[src/rtl/mem2p_fifo_ctrl.sv]
// FWFT FIFO controller around an external 2-port memory
// (sync write port, async read port).
module mem2p_fifo_ctrl #(
  parameter int W      = 8,
  parameter int D      = 128,
  parameter int AF_LVL = D - 4,
  parameter int AE_LVL = 4
) (
  input  logic                     clk,
  input  logic                     rst_n,
  input  logic                     wr_valid,
  output logic                     wr_ready,
  input  logic [W-1:0]             wr_data,
  output logic                     rd_valid,
  input  logic                     rd_ready,
  output logic [W-1:0]             rd_data,
  output logic [$clog2(D+1)-1:0]   count,
  output logic                     almost_full,
  output logic                     almost_empty,
  output logic                     ovf_err,
  input  logic                     err_clr,
  output logic                     mem_we,
  output logic [$clog2(D)-1:0]     mem_waddr,
  output logic [W-1:0]             mem_wdata,
  output logic [$clog2(D)-1:0]     mem_raddr,
  input  logic [W-1:0]             mem_rdata
);

  localparam int DW = $clog2(D);
  localparam int CW = $clog2(D+1);

  typedef enum logic [1:0] {
    S_EMPTY,
    S_PARTIAL,
    S_FULL
  } state_t;

  state_t          state_q;
  state_t          state_d;
  logic [DW-1:0]   wr_ptr;
  logic [DW-1:0]   rd_ptr;
  logic [CW-1:0]   cnt_q;
  logic            ovf_q;
  logic            push;
  logic            pop;

  // Explicit wrap so non-power-of-2 depths work.
  function automatic logic [DW-1:0] nxt(
    input logic [DW-1:0] p
  );
    return (p == DW'(D-1)) ? '0 : p + 1'b1;
  endfunction

  assign wr_ready = (state_q != S_FULL);
  assign rd_valid = (state_q != S_EMPTY);
  assign push     = wr_valid & wr_ready;
  assign pop      = rd_valid & rd_ready;

  assign mem_we    = push;
  assign mem_waddr = wr_ptr;
  assign mem_wdata = wr_data;
  assign mem_raddr = rd_ptr;
  assign rd_data   = mem_rdata;

  assign count        = cnt_q;
  assign almost_full  = (cnt_q >= CW'(AF_LVL));
  assign almost_empty = (cnt_q <= CW'(AE_LVL));
  assign ovf_err      = ovf_q;

  always_comb begin
    state_d = state_q;
    unique case (state_q)
      S_EMPTY: begin
        if (push) state_d = S_PARTIAL;
      end
      S_PARTIAL: begin
        if (pop & !push & (cnt_q == CW'(1)))
          state_d = S_EMPTY;
        else if (push & !pop & (cnt_q == CW'(D-1)))
          state_d = S_FULL;
      end
      S_FULL: begin
        if (pop) state_d = S_PARTIAL;
      end
      default: state_d = S_EMPTY;
    endcase
  end

  always_ff @(posedge clk or negedge rst_n) begin
    if (!rst_n) begin
      state_q <= S_EMPTY;
      wr_ptr  <= '0;
      rd_ptr  <= '0;
      cnt_q   <= '0;
      ovf_q   <= 1'b0;
    end else begin
      state_q <= state_d;
      if (push) wr_ptr <= nxt(wr_ptr);
      if (pop)  rd_ptr <= nxt(rd_ptr);
      unique case (1'b1)
        push & !pop: cnt_q <= cnt_q + 1'b1;
        pop & !push: cnt_q <= cnt_q - 1'b1;
        default: ;
      endcase
      // A new overflow beats a clear in the same cycle.
      if (wr_valid & ~wr_ready)
        ovf_q <= 1'b1;
      else if (err_clr)
        ovf_q <= 1'b0;
    end
  end

endmodule

[config.mk]
export PLATFORM = sky130hd
export DESIGN_NAME = mem2p_fifo_ctrl
export DESIGN_NICKNAME = d
export VERILOG_FILES = /design/src/rtl/mem2p_fifo_ctrl.sv
export SDC_FILE = /design/constraint.sdc
export NUM_CORES = 1
export LEC_CHECK = 0
export CORE_UTILIZATION = 35
export CTS_CLUSTER_DIAMETER = 80
export CTS_CLUSTER_SIZE = 12
export DETAILED_ROUTE_END_ITERATION = 6
export PLACE_DENSITY = 0.69
export SLEW_MARGIN = 20
export SYNTH_ARGS = -nofsm -noshare
export SYNTH_HDL_FRONTEND = slang
export SYNTH_SLANG_ARGS = --single-unit
[constraint.sdc]
create_clock -name clk -period 2.7 [get_ports clk]
set_clock_uncertainty 0.05 [all_clocks]
set_input_delay 0.54 -clock clk [delete_from_list [all_inputs] [get_ports clk]]
set_output_delay 0.54 -clock clk [all_outputs]
set_load 0.05 [all_outputs]
==> run_results.csv <==
group,metric,value,unit
run_status,status,"completed",
worst_setup_path,cp.required,2.11,ns
worst_setup_path,crit_chain,"or2b_4 > clkdlybuf4s50_1",
synth,synth_edf_count,0,
timing,slew_violations,0,
worst_setup_path,startpoint_type,"flip-flop",
grt,grtUsageTotal,0.159,
layout,multi_input_area,752,sq um
drt,final_antenna_net_count,0,
synth,ys_top_cells_by_area,"dfrtp_1 (41%), buf_4 (8.3%), ha_1 (6.5%)",
synth,ys_async_sr_fraction,1.00,
clock_tree,cts_tree,"done",
worst_setup_path,path_delay_family,"buffers and inverters",
synth,yosys.cell_count.top_type,"dfrtp_1",
pwr,ir_drop,0.546,mV
worst_setup_path,cp_max_fo,6,
synth,synth_area,1530,sq um
synth,ys_ff_latch,25,
synth,synthTopCellsByCount,"dfrtp_1 (25), buf_4 (17), nand2_1 (16)",
placement,gp_congestion,0.903,
timing,max_slew.worst_pin.slew,0.505,ns
timing,slew_headroom,0.662,
timing,period_share,0.870,
grt,grt_overflow,0,
drt,drtIter0Drc,111,
hold_path,holdCritPathClass,"reg -> reg",
hold_path,whs_path_depth,1,
synth,synth_top_area_cell,"dfrtp_1",
layout,syn_to_final_growth,21.7,%
flow_run,timing.max_cap.violations,0,
grt,grt_pass1_wl,5.55,mm
timing,setup_violations,0,
clock_tree,clk_latency,0.27,ns
floorplanning,die_area,4650,sq um
worst_setup_path,worstSetupPathType,"reg -> out",
clock_tree,cts-resized-gates,0,
pwr,power_density,1290,nW/um^2
worst_setup_path,slowest_delay,0.80,ns
drt,firstDrtPassIters,4,
clock_tree,path_clk_slew,0.08,ns
synth,syn-instance-count,153,
layout,nFillCells,396,
drt,viasPerCell,5.17,
timing,fmax,426,MHz
clock_tree,post_cts_buffers,0,
drt,num_vias,1143,
pwr,p_leak,0.000792,uW
worst_setup_path,endpoint_kind,"output port",
placement,io_buffers,32,
synth,yosys.area.top_type_share,0.408,
floorplanning,pin_count,65,
worst_setup_path,critPathSlowestCell,"clkdlybuf4s50_1",
worst_setup_path,cp.arrival,1.76,ns
timing,hold_violations,0,
worst_setup_path,crit_buf_inv,1,
drt,wl,3.17,mm
floorplanning,num_rows,23,
worst_setup_path,rr_worst_depth,7,
synth,synthDistinctLibCells,44,
synth,yosysSeqAreaShare,0.408,
timing,holdWs,0.484,ns
synth,synth_ff_type,"dfrtp_1",
drt,drc,0,
timing,min_period,2.35,ns
drt,wl_per_cell,14.4,um
worst_setup_path,critical_path_depth,2,
synth,synth_nets,182,
timing,rsz0062_at_grt,"false",
synth,yosysWarningCount,0,
timing,tns,0,ns
clock_tree,cts_buffer_depth,2,
clock_tree,htree_levels,1,
floorplanning,core_area,4120,sq um
layout,drive_gt1_frac,0.111,
layout,diodes,0,
clock_tree,postCtsHoldBufs,0,
grt,antenna_found_initial,0,
floorplanning,start_util,0.373,
placement,hpwl,2.40,mm
grt,grt_pass1_vias,1229,
clock_tree,cts.sinks,25,
clock_tree,cts_buffers,3,
clock_tree,clock-root-buffer,"clkbuf_8",
layout,layout.nets,201,
floorplanning,die_h,68.2,um
layout,register_area,626,sq um
floorplanning,fp.dieW,68.2,um
grt,grt_max_degree,26,
synth,avgSynthCellArea,10.0,sq um
[cells in the final DEF (no fill, tap or decap), drive strengths merged, types with 2 or more instances in the layout]
cell	n
clkdlybuf4s50	29
dfrtp	25
nand2	18
xor2	8
xnor2	8
ha	8
inv	8
nor2	7
nand3	6
nand4	6
a21oi	4
o21ai	4
buf	4
a21o	3
o22ai	3
nand3b	3
mux2i	3
clkbuf	3
and3	2
nor3	2
or3	2
[worst register-to-register path: cells and delay by family (launching register included)]
kind / cells / cell delay, ns
AO/OA/AOI/OAI: 1 / 0.18
adder cells (fa/ha/maj): 1 / 0.35
AND/OR/NAND/NOR: 4 / 0.93
flip-flops: 1 / 0.42
XOR/XNOR: 1 / 0.16
[path summary, 6_finish.rpt]
path / startpoint / end / slack [ns]
min: mem_waddr[6]$_DFFE_PN0P_ / mem_waddr[6]$_DFFE_PN0P_ / 0.48
max reg2reg: state_q[1]$_DFFE_PN0P_ / count[5]$_DFFE_PN0P_ / 0.57
min in group asynchronous: rst_n / mem_waddr[4]$_DFFE_PN0P_ / 0.58
max: state_q[1]$_DFFE_PN0P_ / wr_ready / 0.35
max in group asynchronous: rst_n / count[0]$_DFFE_PN0P_ / 1.77
min reg2reg: mem_waddr[6]$_DFFE_PN0P_ / mem_waddr[6]$_DFFE_PN0P_ / 0.48
[metrics by stage]
stage / instances / utilization / cell area, sq um / setup slack, ns / power (uW)
3_3_place_gp: 217 / 0.442 / 1820 / 0.196 / 2150
5_1_grt: 221 / 0.454 / 1870 / 0.257 / 2570
4_1_cts: 221 / 0.454 / 1870 / 0.332 / 2430
6_report: 221 / 0.454 / 1870 / 0.351 / 2410
3_5_place_dp: 217 / 0.442 / 1820 / 0.139 / 2190
2_1_floorplan: 153 / - / 1550 / 0.299 / 1790
[cells by family after synthesis]
| family | count (synthesis) | share of synthesized area |
|---|---|---|
| xor gates and xnor gates | 16 | 0.0914 |
| AOI/OAI and AO/OA | 19 | 0.0840 |
| and+or+nand+nor | 55 | 0.218 |
| adders and majority gates | 8 | 0.0653 |
| muxes | 3 | 0.0196 |
| buffers and inverters | 27 | 0.114 |
| DFF | 25 | 0.408 |
[flip-flops by register name, indices dropped and copies added, names as in the netlist]
register and count:
state_q 2, mem_raddr 7, ovf_err 1, mem_waddr 7, count 8
[per-layer routing]
layer	vias to the layer above	wire, um	part of all wire	GRT usage
met2	33	1530	0.48	0.276
met4	0	12	0.0038	0.0547
met5	-	0	0	0
met3	2	154	0.049	0.0333
met1	564	1480	0.47	0.193
li1	544	-	-	-
[area by class of cell]
class / instances / share of cell area
multi-input cells: 101 / 0.403
flip-flops and latches: 25 / 0.335
repair buffers: 33 / 0.185
well taps: 50 / 0.0335
clock buffers: 3 / 0.0221
inverters: 8 / 0.0174
clock inverters: 1 / 0.00402
[report_power, final]
| part | internal (uW) | leakage (uW) | switching (uW) |
|---|---|---|---|
| combinational | 511 | 0.000463 | 875 |
| sequential | 521 | 0.000307 | 274 |
| clock | 104 | 0.0000217 | 121 |
| total | 1140 | 0.000792 | 1270 |
Power figures use the tool's default switching activity.
